### src/rtl/mem_arbiter.sv
// mem_arbiter
//   Two-requester round-robin arbiter in front of a single memory port.
//   A granted request is latched into registered command outputs and issued
//   with a valid/ready handshake. A wait counter bounds how long the command
//   waits for the memory. The requester then sees a one-cycle completion
//   pulse, or a one-cycle error pulse if the wait ran out.
//
// Ports
//   clk      : clock, all logic on the rising edge
//   rst      : asynchronous active-high reset
//   r_valid  : [1:0] per-requester request, held until r_done/r_err
//   r_wr_rd  : [1:0] per-requester direction (1 = write, 0 = read)
//   r_addr   : [2*ADDR_WIDTH-1:0] requester i at [i*ADDR_WIDTH +: ADDR_WIDTH]
//   r_wdata  : [2*WIDTH-1:0] requester i at [i*WIDTH +: WIDTH]
//   r_done   : [1:0] one-cycle completion pulse for the granted requester
//   r_err    : [1:0] one-cycle timeout pulse for the granted requester
//   r_rdata  : [WIDTH-1:0] data from the most recent completed read
//   m_valid, m_wr_rd, m_addr, m_wdata : registered memory command
//   m_ready  : memory accepts the command
//   m_rdata  : [WIDTH-1:0] memory read data, valid with m_ready
module mem_arbiter #(
  parameter int ADDR_WIDTH = 8,
  parameter int WIDTH      = 8,
  parameter int TIMEOUT    = 16
) (
  input  logic                    clk,
  input  logic                    rst,
  input  logic [1:0]              r_valid,
  input  logic [1:0]              r_wr_rd,
  input  logic [2*ADDR_WIDTH-1:0] r_addr,
  input  logic [2*WIDTH-1:0]      r_wdata,
  output logic [1:0]              r_done,
  output logic [1:0]              r_err,
  output logic [WIDTH-1:0]        r_rdata,
  output logic                    m_valid,
  output logic                    m_wr_rd,
  output logic [ADDR_WIDTH-1:0]   m_addr,
  output logic [WIDTH-1:0]        m_wdata,
  input  logic                    m_ready,
  input  logic [WIDTH-1:0]        m_rdata
);

  localparam logic [1:0] IDLE  = 2'd0;
  localparam logic [1:0] ISSUE = 2'd1;
  localparam logic [1:0] DONE  = 2'd2;

  // Last wait-counter value at which the command is still allowed to wait,
  // so m_valid stays up for exactly TIMEOUT cycles before giving up.
  localparam logic [7:0] WAIT_LAST = 8'(TIMEOUT - 1);

  logic [1:0] state;
  logic       grant;
  logic       last_grant;
  logic       err_flag;
  logic [7:0] wait_cnt;
  logic       pick;

  // Round-robin choice: under contention the requester that did not win
  // last time gets the grant.
  always_comb begin
    pick = 1'b0;
    if (r_valid == 2'b11)
      pick = ~last_grant;
    else if (r_valid[1])
      pick = 1'b1;
  end

  // The pulses are decoded from the DONE state, so an asynchronous reset
  // kills them immediately, together with the in-flight transaction.
  assign r_done = (state == DONE && !err_flag) ? (grant ? 2'b10 : 2'b01) : 2'b00;
  assign r_err  = (state == DONE &&  err_flag) ? (grant ? 2'b10 : 2'b01) : 2'b00;

  always_ff @(posedge clk or posedge rst) begin
    if (rst) begin
      state      <= IDLE;
      grant      <= 1'b0;
      last_grant <= 1'b1;
      err_flag   <= 1'b0;
      wait_cnt   <= 8'd0;
      m_valid    <= 1'b0;
      m_wr_rd    <= 1'b0;
      m_addr     <= '0;
      m_wdata    <= '0;
      r_rdata    <= '0;
    end else begin
      case (state)
        IDLE: begin
          if (|r_valid) begin
            grant    <= pick;
            m_wr_rd  <= r_wr_rd[pick];
            m_addr   <= pick ? r_addr[2*ADDR_WIDTH-1:ADDR_WIDTH] : r_addr[ADDR_WIDTH-1:0];
            m_wdata  <= pick ? r_wdata[2*WIDTH-1:WIDTH] : r_wdata[WIDTH-1:0];
            m_valid  <= 1'b1;
            wait_cnt <= 8'd0;
            err_flag <= 1'b0;
            state    <= ISSUE;
          end
        end
        ISSUE: begin
          if (m_ready) begin
            m_valid    <= 1'b0;
            last_grant <= grant;
            state      <= DONE;
            if (!m_wr_rd)
              r_rdata <= m_rdata;
          end else if (wait_cnt == WAIT_LAST) begin
            m_valid    <= 1'b0;
            err_flag   <= 1'b1;
            last_grant <= grant;
            state      <= DONE;
          end else begin
            wait_cnt <= wait_cnt + 8'd1;
          end
        end
        DONE: begin
          state <= IDLE;
        end
        default: begin
          state <= IDLE;
        end
      endcase
    end
  end

endmodule

### config.mk
export PLATFORM = sky130hd
export DESIGN_NAME = mem_arbiter
export DESIGN_NICKNAME = d
export VERILOG_FILES = /design/src/rtl/mem_arbiter.sv
export SDC_FILE = /design/constraint.sdc
export NUM_CORES = 1
export LEC_CHECK = 0
export CORE_ASPECT_RATIO = 0.8
export CORE_MARGIN = 4
export CORE_UTILIZATION = 46
export DETAILED_ROUTE_END_ITERATION = 8
export PLACE_DENSITY = 0.87
export SKIP_LAST_GASP = 1
export SLEW_MARGIN = 20
export SYNTH_ARGS = -nofsm -noshare
export SYNTH_HDL_FRONTEND = slang
export SYNTH_SLANG_ARGS = --single-unit
### constraint.sdc
create_clock -name clk -period 3.36 [get_ports clk]
set_input_delay 0.672 -clock clk [delete_from_list [all_inputs] [get_ports clk]]
set_output_delay 0.672 -clock clk [all_outputs]
set_load 0.05 [all_outputs]
==> flow_results.org <==
** Status
- The flow ran to the end, and the final reports show no timing, DRC or antenna violations.

** Synth
- Number of enable-type register cells in the synthesized netlist :: 0
- The most used flip-flop cell after synthesis is sky130_fd_sc_hd__dfrtp_1.
- Number of distinct library cells after synthesis :: 38
- Post-Synthesis Mean Instance Area :: 11.1 sq um
- Synthesis warning total :: 0
- Synthesis inferred 39 register bits.
- The cell area that synthesis handed to floorplanning was 1860 sq um.
- Number of standard cells after synthesis :: 168
- FFs w/ async S/R, synth :: 100%
- Summing the sequential cell areas from Yosys gives 52.6% of the chip area.
- Net count after synthesis :: 216

** Critical path
- Worst-path fanout max :: 4
- Nature of the critical path endpoint :: output port
- STA classifies the critical path startpoint as a register.
- Required time of the worst setup path :: 2.69 ns
- The critical path is of the register to output port type.
- Data arrival time at the worst-slack endpoint :: 1.95 ns

** Global route
- The number of global-route vias before repair is 1616.
- The first global-routing pass estimated 7520 um of wire.
- Entering global routing, the biggest net connects 42 pins.
- Summed over all layers, the global routing overflow is 0.
- Number of antenna violations at the first check in global routing :: 0
- Overall fraction of global-route tracks in use :: 19.0%

** Drt
- Wirelength, routed :: 4550 um
- Antenna viol nets, final :: 0
- For this block, the initial DRC count from the detailed router was 65.
- Before antenna repair, the detailed router went through 4 iterations.
- Via count :: 1577
- In the routed layout, each cell is associated on average with a via count of 5.22.
- After detailed routing, the number of remaining DRC violations is 0.
- After detailed routing, the average wire length per cell comes to 15.0 um.

** Clocking
- Number of levels in the clock H-tree :: 2
- TritonCTS built the clock tree.
- Counting the buffers created by CTS gives 5.
- Clock slew seen by the registers of the worst setup and hold paths :: 0.07 ns
- Count of cells resized by post-cts repair :: 0
- Counting along the longest clock path gives a buffer depth of 2.
- The cell sitting at the root of the clock tree is a sky130_fd_sc_hd__clkbuf_8.
- The clock net in this run drives a total of 39 sinks.
- Latest clock arrival within the worst-skew pair :: 0.28 ns
- After clock tree synthesis, the setup repair step added 0 buffers.
- Post-CTS Hold Buffers :: 0

** Finish
- Most common cell after layout, fill and taps aside :: sky130_fd_sc_hd__clkdlybuf4s50_1
- In the layout the commonest cells are sky130_fd_sc_hd__clkdlybuf4s50_1, sky130_fd_sc_hd__dfrtp_1, sky130_fd_sc_hd__nand2_1, sky130_fd_sc_hd__o21ai_0, sky130_fd_sc_hd__mux2i_1.
- The area growth from synthesis to layout is 48.5%.
- The repair_antennas step left the layout with diodes totalling 0.
- For this run, the post-layout net count is 295.
- After routing the design area is 2760 sq um.
- Of the cells placed in the final design, the portion with a size suffix greater than 1 is 13.0%.

** Placed design
- The HPWL after detailed placement is 3510 um.
- Weighted congestion reported at the end of routability-driven placement :: 0.857
- Count of port buffers added during placement :: 76
- The placed instances occupy a cell area of 2670 sq um.

** Timing
- For this run, the top clock speed supported by timing is 382 MHz.
- Count of final max-slew check failures :: 0
- Pin slew with the least headroom to its limit :: 0.545 ns
- In the finished design, the share of the clock period the worst path needs comes to 78.0%.
- Setup repair after global routing left no endpoint under its margin.
- The final-report hold violation count was 0.
- Setup violations remaining at the end of the flow were counted as 0.
- Clock skew on the completed layout was measured at 0.00401 ns.
- Final-layout setup total negative slack :: 0 ns
- Slew HR :: 63.6%
- The smallest clock period supported by the final layout is computed as 2.62 ns.

** Flow run
- Max-cap violations in this run came to 0.

** Pwr
- Dividing total power by cell area gives a power density of 916 nW/um^2.
- Peak ir drop on the vdd network :: 0.000534 V
- For this design the static power due to leakage is 1.18 nW.

** Floorplanning
- Die span in x :: 79.1 um
- From bottom edge to top edge, the die measures 64.9 um.
- Top-level I/O count :: 77
- The floorplan has 20 rows.
- Starting density of the core :: 48.2%
- Core Region :: 3850 sq um
- The die covers 5130 sq um.

** Hold path
- Worst hold-check path type :: register to register
## metrics by stage
| stage | util (%) | worst slack [ns] | hold slack [ns] | total power (W) | cells |
|---|---|---|---|---|---|
| 2_1_floorplan | - | 0.956 | 0.487 | 0.00174 | 168 |
| 3_3_place_gp | 69.4 | 1.09 | 0.462 | 0.00219 | 295 |
| 3_5_place_dp | 69.4 | 1.07 | 0.469 | 0.00223 | 295 |
| 4_1_cts | 71.7 | 0.743 | 0.486 | 0.00255 | 302 |
| 5_1_grt | 71.7 | 0.602 | 0.504 | 0.00267 | 302 |
| 6_report | 71.7 | 0.740 | 0.480 | 0.00253 | 302 |
## sequential cells by signal, indices dropped and copies added (netlist names)
name        count
m_addr          8
wait_cnt        8
grant           1
m_wr_rd         1
r_rdata         8
state           2
m_wdata         8
m_valid         1
last_grant      1
err_flag        1
## power breakdown
part	internal (W)	switching [W]	leakage, nW
sequential	0.000670	0.000130	0.486
combinational	0.000502	0.000915	0.652
clock	0.000161	0.000150	0.0470
## synthesized netlist by cell type (2+ instances only)
cell type	count	area share, %
sky130_fd_sc_hd__nor2b_1	2	0.67
sky130_fd_sc_hd__clkbuf_1	4	0.81
sky130_fd_sc_hd__buf_4	2	0.81
sky130_fd_sc_hd__inv_1	2	0.40
sky130_fd_sc_hd__buf_6	2	1.2
sky130_fd_sc_hd__a22o_1	2	0.94
sky130_fd_sc_hd__o21ai_0	23	6.2
sky130_fd_sc_hd__nor2_1	6	1.2
sky130_fd_sc_hd__dfrtp_1	38	51
sky130_fd_sc_hd__nor3_1	2	0.54
sky130_fd_sc_hd__nand2_1	25	5.0
sky130_fd_sc_hd__nand3_1	5	1.3
sky130_fd_sc_hd__o22ai_1	2	0.67
sky130_fd_sc_hd__nand2b_1	4	1.3
sky130_fd_sc_hd__mux2_2	9	5.5
sky130_fd_sc_hd__mux2i_1	17	9.2
sky130_fd_sc_hd__a21oi_1	2	0.54
## area by class of cell
class | instances | area [sq um]
fillers | 319 | 1090
flip-flops and latches | 39 | 977
inverters | 2 | 7.51
clock inverters | 1 | 5.00
multi-input cells | 119 | 830
repair buffers | 80 | 791
clock buffers | 6 | 82.6
well taps | 55 | 68.8
## layer usage
layer / global-route usage, % / share of wire, % / vias up
li1: - / - / 748
met5: 0 / 0 / -
met1: 21.2 / 39 / 744
met3: 8.47 / 11 / 6
met4: 4.72 / 1.1 / 0
met2: 33.2 / 49 / 79
## kinds of logic (layout without fill, tap and decap cells)
kind of cell | count (synthesis) | in the layout | synth area share [%]
compound gates | 38 | 38 | 12.9
buf+inv | 10 | 89 | 3.23
mux | 26 | 26 | 14.6
fa+ha+maj | 1 | 1 | 0.673
flops | 39 | 39 | 52.6
simple gates | 53 | 53 | 15.5
xor+xnor | 1 | 1 | 0.471
## path summary, 6_finish.rpt
| check | from | end | slack, ns | cells after the start |
|---|---|---|---|---|
| worst max-delay path | state[0] | r_done[0] | 0.74 | 3 |
| worst min-delay path | m_addr[3] | m_addr[3] | 0.48 | 2 |
| worst max register to register | wait_cnt[0] | wait_cnt[5] | 1.53 | 5 |
| worst min register to register | m_addr[3] | m_addr[3] | 0.48 | 2 |
| max in group asynchronous | rst | wait_cnt[4] | 2.01 | 3 |
| min in group asynchronous | rst | r_rdata[7] | 0.73 | 2 |
## critical path: stages (launching register included)
cell	delay, ns
sky130_fd_sc_hd__dfrtp_1	0.41
sky130_fd_sc_hd__nor2b_1	0.21
sky130_fd_sc_hd__nor3b_1	0.21
sky130_fd_sc_hd__clkdlybuf4s50_1	0.83
(Power assumes the default switching activity.)
==> variant 1 (same flow settings) <==
The parameter `WIDTH` goes from 8 to 10.
--- a/src/rtl/mem_arbiter.sv
+++ b/src/rtl/mem_arbiter.sv
@@ -21,5 +21,5 @@
 module mem_arbiter #(
   parameter int ADDR_WIDTH = 8,
-  parameter int WIDTH      = 8,
+  parameter int WIDTH      = 10,
   parameter int TIMEOUT    = 16
 ) (
Ports: changed (resized m_rdata, m_wdata, r_rdata and r_wdata); port bits go from 77 to 87. The function was not compared with the original's and may differ.
==> variant 1 against the unedited design <==
- non-clock buffer count is 9 higher
- hold slack gained 0.00068 ns
- total power is 12% higher
- sequential cell count is 4 higher
- highest routed layer unchanged
- critical path depth is the same
- synthesized cell count grew 7.1%
- sequential share of layout area increased by 0.22 points
- setup slack worse by 0.041 ns
- via count grew 3.9%
- synthesized area is 7.3% higher
- largest power group unchanged
- routed wire length increased by 3.4%
- final area grew 9.6%
==> variant 1: results (changes against the unedited design) <==
Worst hold path
The hold path startpoint is m_wdata[7]$_DFFE_PP0P_ (was m_addr[3]$_DFFE_PP0P_).

Global routing
The met3 layer usage reported by global route is 7.70% (was 8.47%). The met2 layer usage reported by global route is 31.6% (was 33.2%). The largest net degree at the start of global routing is 33 (was 42). The first-pass GRT wire length was 7650 um (was 7520 um). The global routing usage on met1 came to 21.6% (was 21.2%). The via count of the first global-routing pass is 1662 (was 1616). The overall global routing resource usage is 18.6% (was 19.0%).

Logic synthesis
The area share of the largest cell type after synthesis is 52.7% (was 51.1%). The post-synthesis net count came to 234 (was 216). The synthesized area per cell is 11.1 um^2 (about the same). Top post-synthesis cells by area: sky130_fd_sc_hd__dfrtp_1 (53%), sky130_fd_sc_hd__mux2i_1 (9.5%), sky130_fd_sc_hd__nand2_1 (5.5%) (was sky130_fd_sc_hd__dfrtp_1 (51%), sky130_fd_sc_hd__mux2i_1 (9.2%), sky130_fd_sc_hd__o21ai_0 (6.2%)). The distinct cell type count after synthesis is 36 (was 38).

The portion of the post-synthesis area used by sequential elements is 54.0% (was 52.6%).

STA
The final critical delay including setup and external delays is 2.66 ns (was 2.62 ns). The measured slew at the worst slew-check pin is 0.743 ns (was 0.545 ns). The worst-case clock skew is 0.00600 ns (was 0.00401 ns).

Run status
Run status: finished clean (unchanged).

Place
The number of cells after detailed placement came to 317 (was 295). The post-place instance area is 2910 um^2 (was 2670 um^2). The sum of net half-perimeters after detailed placement is 3650 um (was 3510 um).

The number of buffer cells added on primary ports came to 86 (was 76). The worst slack at placement is 0.989 ns (was 1.07 ns).

Drt
The detailed-routing wirelength on met1 is 1880 um (was 1770 um). The met3 wire length is 488 um (was 496 um). The routed length on met2 was 2280 um (was 2230 um). The final wirelength was 4700 um (was 4550 um). The number of violations reported at the end of detailed-routing iteration 0 is 39 (was 65).

Power and ir drop
The static leakage is 1.35 nW (was 1.18 nW). The maximum ir drop on the vdd rail is 0.557 mV (was 0.534 mV).

Setup path
The arrival time at the worst endpoint is 1.99 ns (was 1.95 ns). The setup slack of the most critical reg-to-reg path is 1.24 ns (was 1.53 ns). The worst reg2reg path endpoint was wait_cnt[3]$_DFFE_PP0P_ (was wait_cnt[5]$_DFFE_PP0P_). The launching instance or port of the critical path is state[1]$_DFFE_PP0P_ (was state[0]$_DFFE_PP0P_).
-- variant 1: report_power, final --
part / internal (mW) / switching, mW / total, mW
clock: 0.240 / 0.169 / 0.410
sequential: 0.735 / 0.131 / 0.866
combinational: 0.555 / 1.00 / 1.56
total: 1.53 / 1.30 / 2.83
-- variant 1: cell families (layout without fill, tap and decap cells) --
logic type	after synthesis	in the layout	synth area share, %
simple gates	59	59	15.3
flops	43	43	54.0
compound gates	36	36	11.5
mux	30	30	15.7
buf+inv	11	99	2.82
fa+ha+maj	1	1	0.627
-- variant 1: cell type report --
class | instances | area [um^2] | share of cell area [%]
inverters | 2 | 7.51 | 0.248
well taps | 57 | 71.3 | 2.36
multi-input cells | 126 | 868 | 28.7
clock inverters | 2 | 35.0 | 1.16
flip-flops and latches | 43 | 1080 | 35.6
clock buffers | 6 | 82.6 | 2.73
repair buffers | 89 | 883 | 29.2
==> variant 2 (same settings) <==
Made on the original files. Make the reset (`rst`) synchronous in one clocked block. Comments in the files are not updated.
--- a/src/rtl/mem_arbiter.sv
+++ b/src/rtl/mem_arbiter.sv
@@ -71,5 +71,5 @@
   assign r_err  = (state == DONE &&  err_flag) ? (grant ? 2'b10 : 2'b01) : 2'b00;
 
-  always_ff @(posedge clk or posedge rst) begin
+  always_ff @(posedge clk) begin
     if (rst) begin
       state      <= IDLE;
Behaviour: differs if rst is asserted again (counterexample within 4 cycles, from zero or initial values and one cycle with rst high); with rst held inactive, the same outputs for 10 cycles.
==> variant 2 against the unedited design <==
- final area fell by 2.6%
- first-iteration DRC count grew 14%
- register-to-register slack better by 0.11 ns
- synthesized area decreased by 4.2%
- setup slack lost 0.065 ns
- count of clock-buffer cells in the layout stayed put
- sequential cell count stayed put
- final cell count did not move
- sequential share of layout area is 6.4 points lower
- synthesized cell count rose by 9.5%
- routed wire length fell by 4.9%
Power is not compared: it rests on default switching activity, and its combinational part moved more than twofold at a synthesized area within 25%.
==> variant 2: results (changes against the unedited design) <==
Run status
Run status: finished clean (unchanged).

STA
The worst hold margin is 0.495 ns (was 0.480 ns). The worst-case headroom to the max-slew limit is 57.3% (was 63.6%). The worst setup slack after layout is 0.675 ns (was 0.740 ns).

Layout
The ratio of cells with drive above 1 in the final layout is 7.69% (was 13.0%). The area occupied by registers is 781 um^2 (was 977 um^2). The fraction of cell area in non-clock buffers is 29.1% (was 28.6%). The count of multi-input gates is 130 (was 119). The number of filler cells placed in the layout is 261 (was 319). The proportion of cell area occupied by multi-input gates is 34.4% (was 30.0%). The proportion of cell area spent on the clock network was 4.93% (was 3.17%).

Place
The number of cells after detailed placement is 294 (was 295). The post-place instance area is 2560 um^2 (was 2670 um^2). The worst slack at placement was 0.995 ns (was 1.07 ns).

Global routing
The met3 layer usage reported by global route is 9.40% (was 8.47%). The via count of the first global-routing pass came to 1506 (was 1616).

Logic synthesis
Leading post-synthesis cells by instance count: sky130_fd_sc_hd__dfxtp_1 (39), sky130_fd_sc_hd__nor2_1 (35), sky130_fd_sc_hd__mux2i_1 (26) (was sky130_fd_sc_hd__dfrtp_1 (38), sky130_fd_sc_hd__nand2_1 (25), sky130_fd_sc_hd__o21ai_0 (23)). The xor and xnor area share after synthesis came to 0.983% (was 0.471%). The largest family of logic cells by synthesized area is compound AO/OA/AOI/OAI gates (was simple AND/OR/NAND/NOR gates). The portion of the post-synthesis area used by sequential elements is 43.8% (was 52.6%). The post-synthesis share of cell area spent on full adders, half adders and majority gates was 0.702% (was 0.673%).

Top post-synthesis cells by area: sky130_fd_sc_hd__dfxtp_1 (44%), sky130_fd_sc_hd__mux2i_1 (15%), sky130_fd_sc_hd__nor2_1 (7.4%) (was sky130_fd_sc_hd__dfrtp_1 (51%), sky130_fd_sc_hd__mux2i_1 (9.2%), sky130_fd_sc_hd__o21ai_0 (6.2%)).

Setup path
The launching instance or port of the critical path is state[1]$_SDFFE_PP0P_ (was state[0]$_DFFE_PP0P_). The worst reg2reg path endpoint is r_rdata[3]$_SDFFE_PP0P_ (was wait_cnt[5]$_DFFE_PP0P_). The reg-to-reg startpoint is state[0]$_SDFFE_PP0P_ (was wait_cnt[0]$_DFFE_PP0P_).

Drt
The number of violations reported at the end of detailed-routing iteration 0 was 74 (was 65). The routed length on met2 is 1990 um (was 2230 um). The total number of vias is 1611 (was 1577).

Worst hold path
The hold path startpoint is r_rdata[4]$_SDFFE_PP0P_ (was m_addr[3]$_DFFE_PP0P_).
variant 2: changes by cell type in the layout (fill, tap and decap cells not counted), moves of 3 or more:
cell / change
sky130_fd_sc_hd__a211oi_1: +17
sky130_fd_sc_hd__dfrtp_1: -38
sky130_fd_sc_hd__dfxtp_1: +39
sky130_fd_sc_hd__mux2_2: -9
sky130_fd_sc_hd__mux2i_1: +9
sky130_fd_sc_hd__nand2_1: -19
sky130_fd_sc_hd__nand2b_1: -3
sky130_fd_sc_hd__nor2_1: +29
sky130_fd_sc_hd__o21ai_0: -19
variant 2: power groups by stage:
stage	logic, mW	registers (mW)	clock network [mW]
finish	0.344	0.516	0.462
global route	0.366	0.520	0.488
CTS	0.347	0.516	0.466
detailed placement	0.345	0.527	0
global placement	0.340	0.525	0
floorplan	0.112	0.627	0
variant 2: tightest hold or removal path, stage by stage, from the launching register on:
cell,delay [ns]
sky130_fd_sc_hd__dfxtp_1,0.33
sky130_fd_sc_hd__mux2i_1,0.06
sky130_fd_sc_hd__nor2_1,0.07
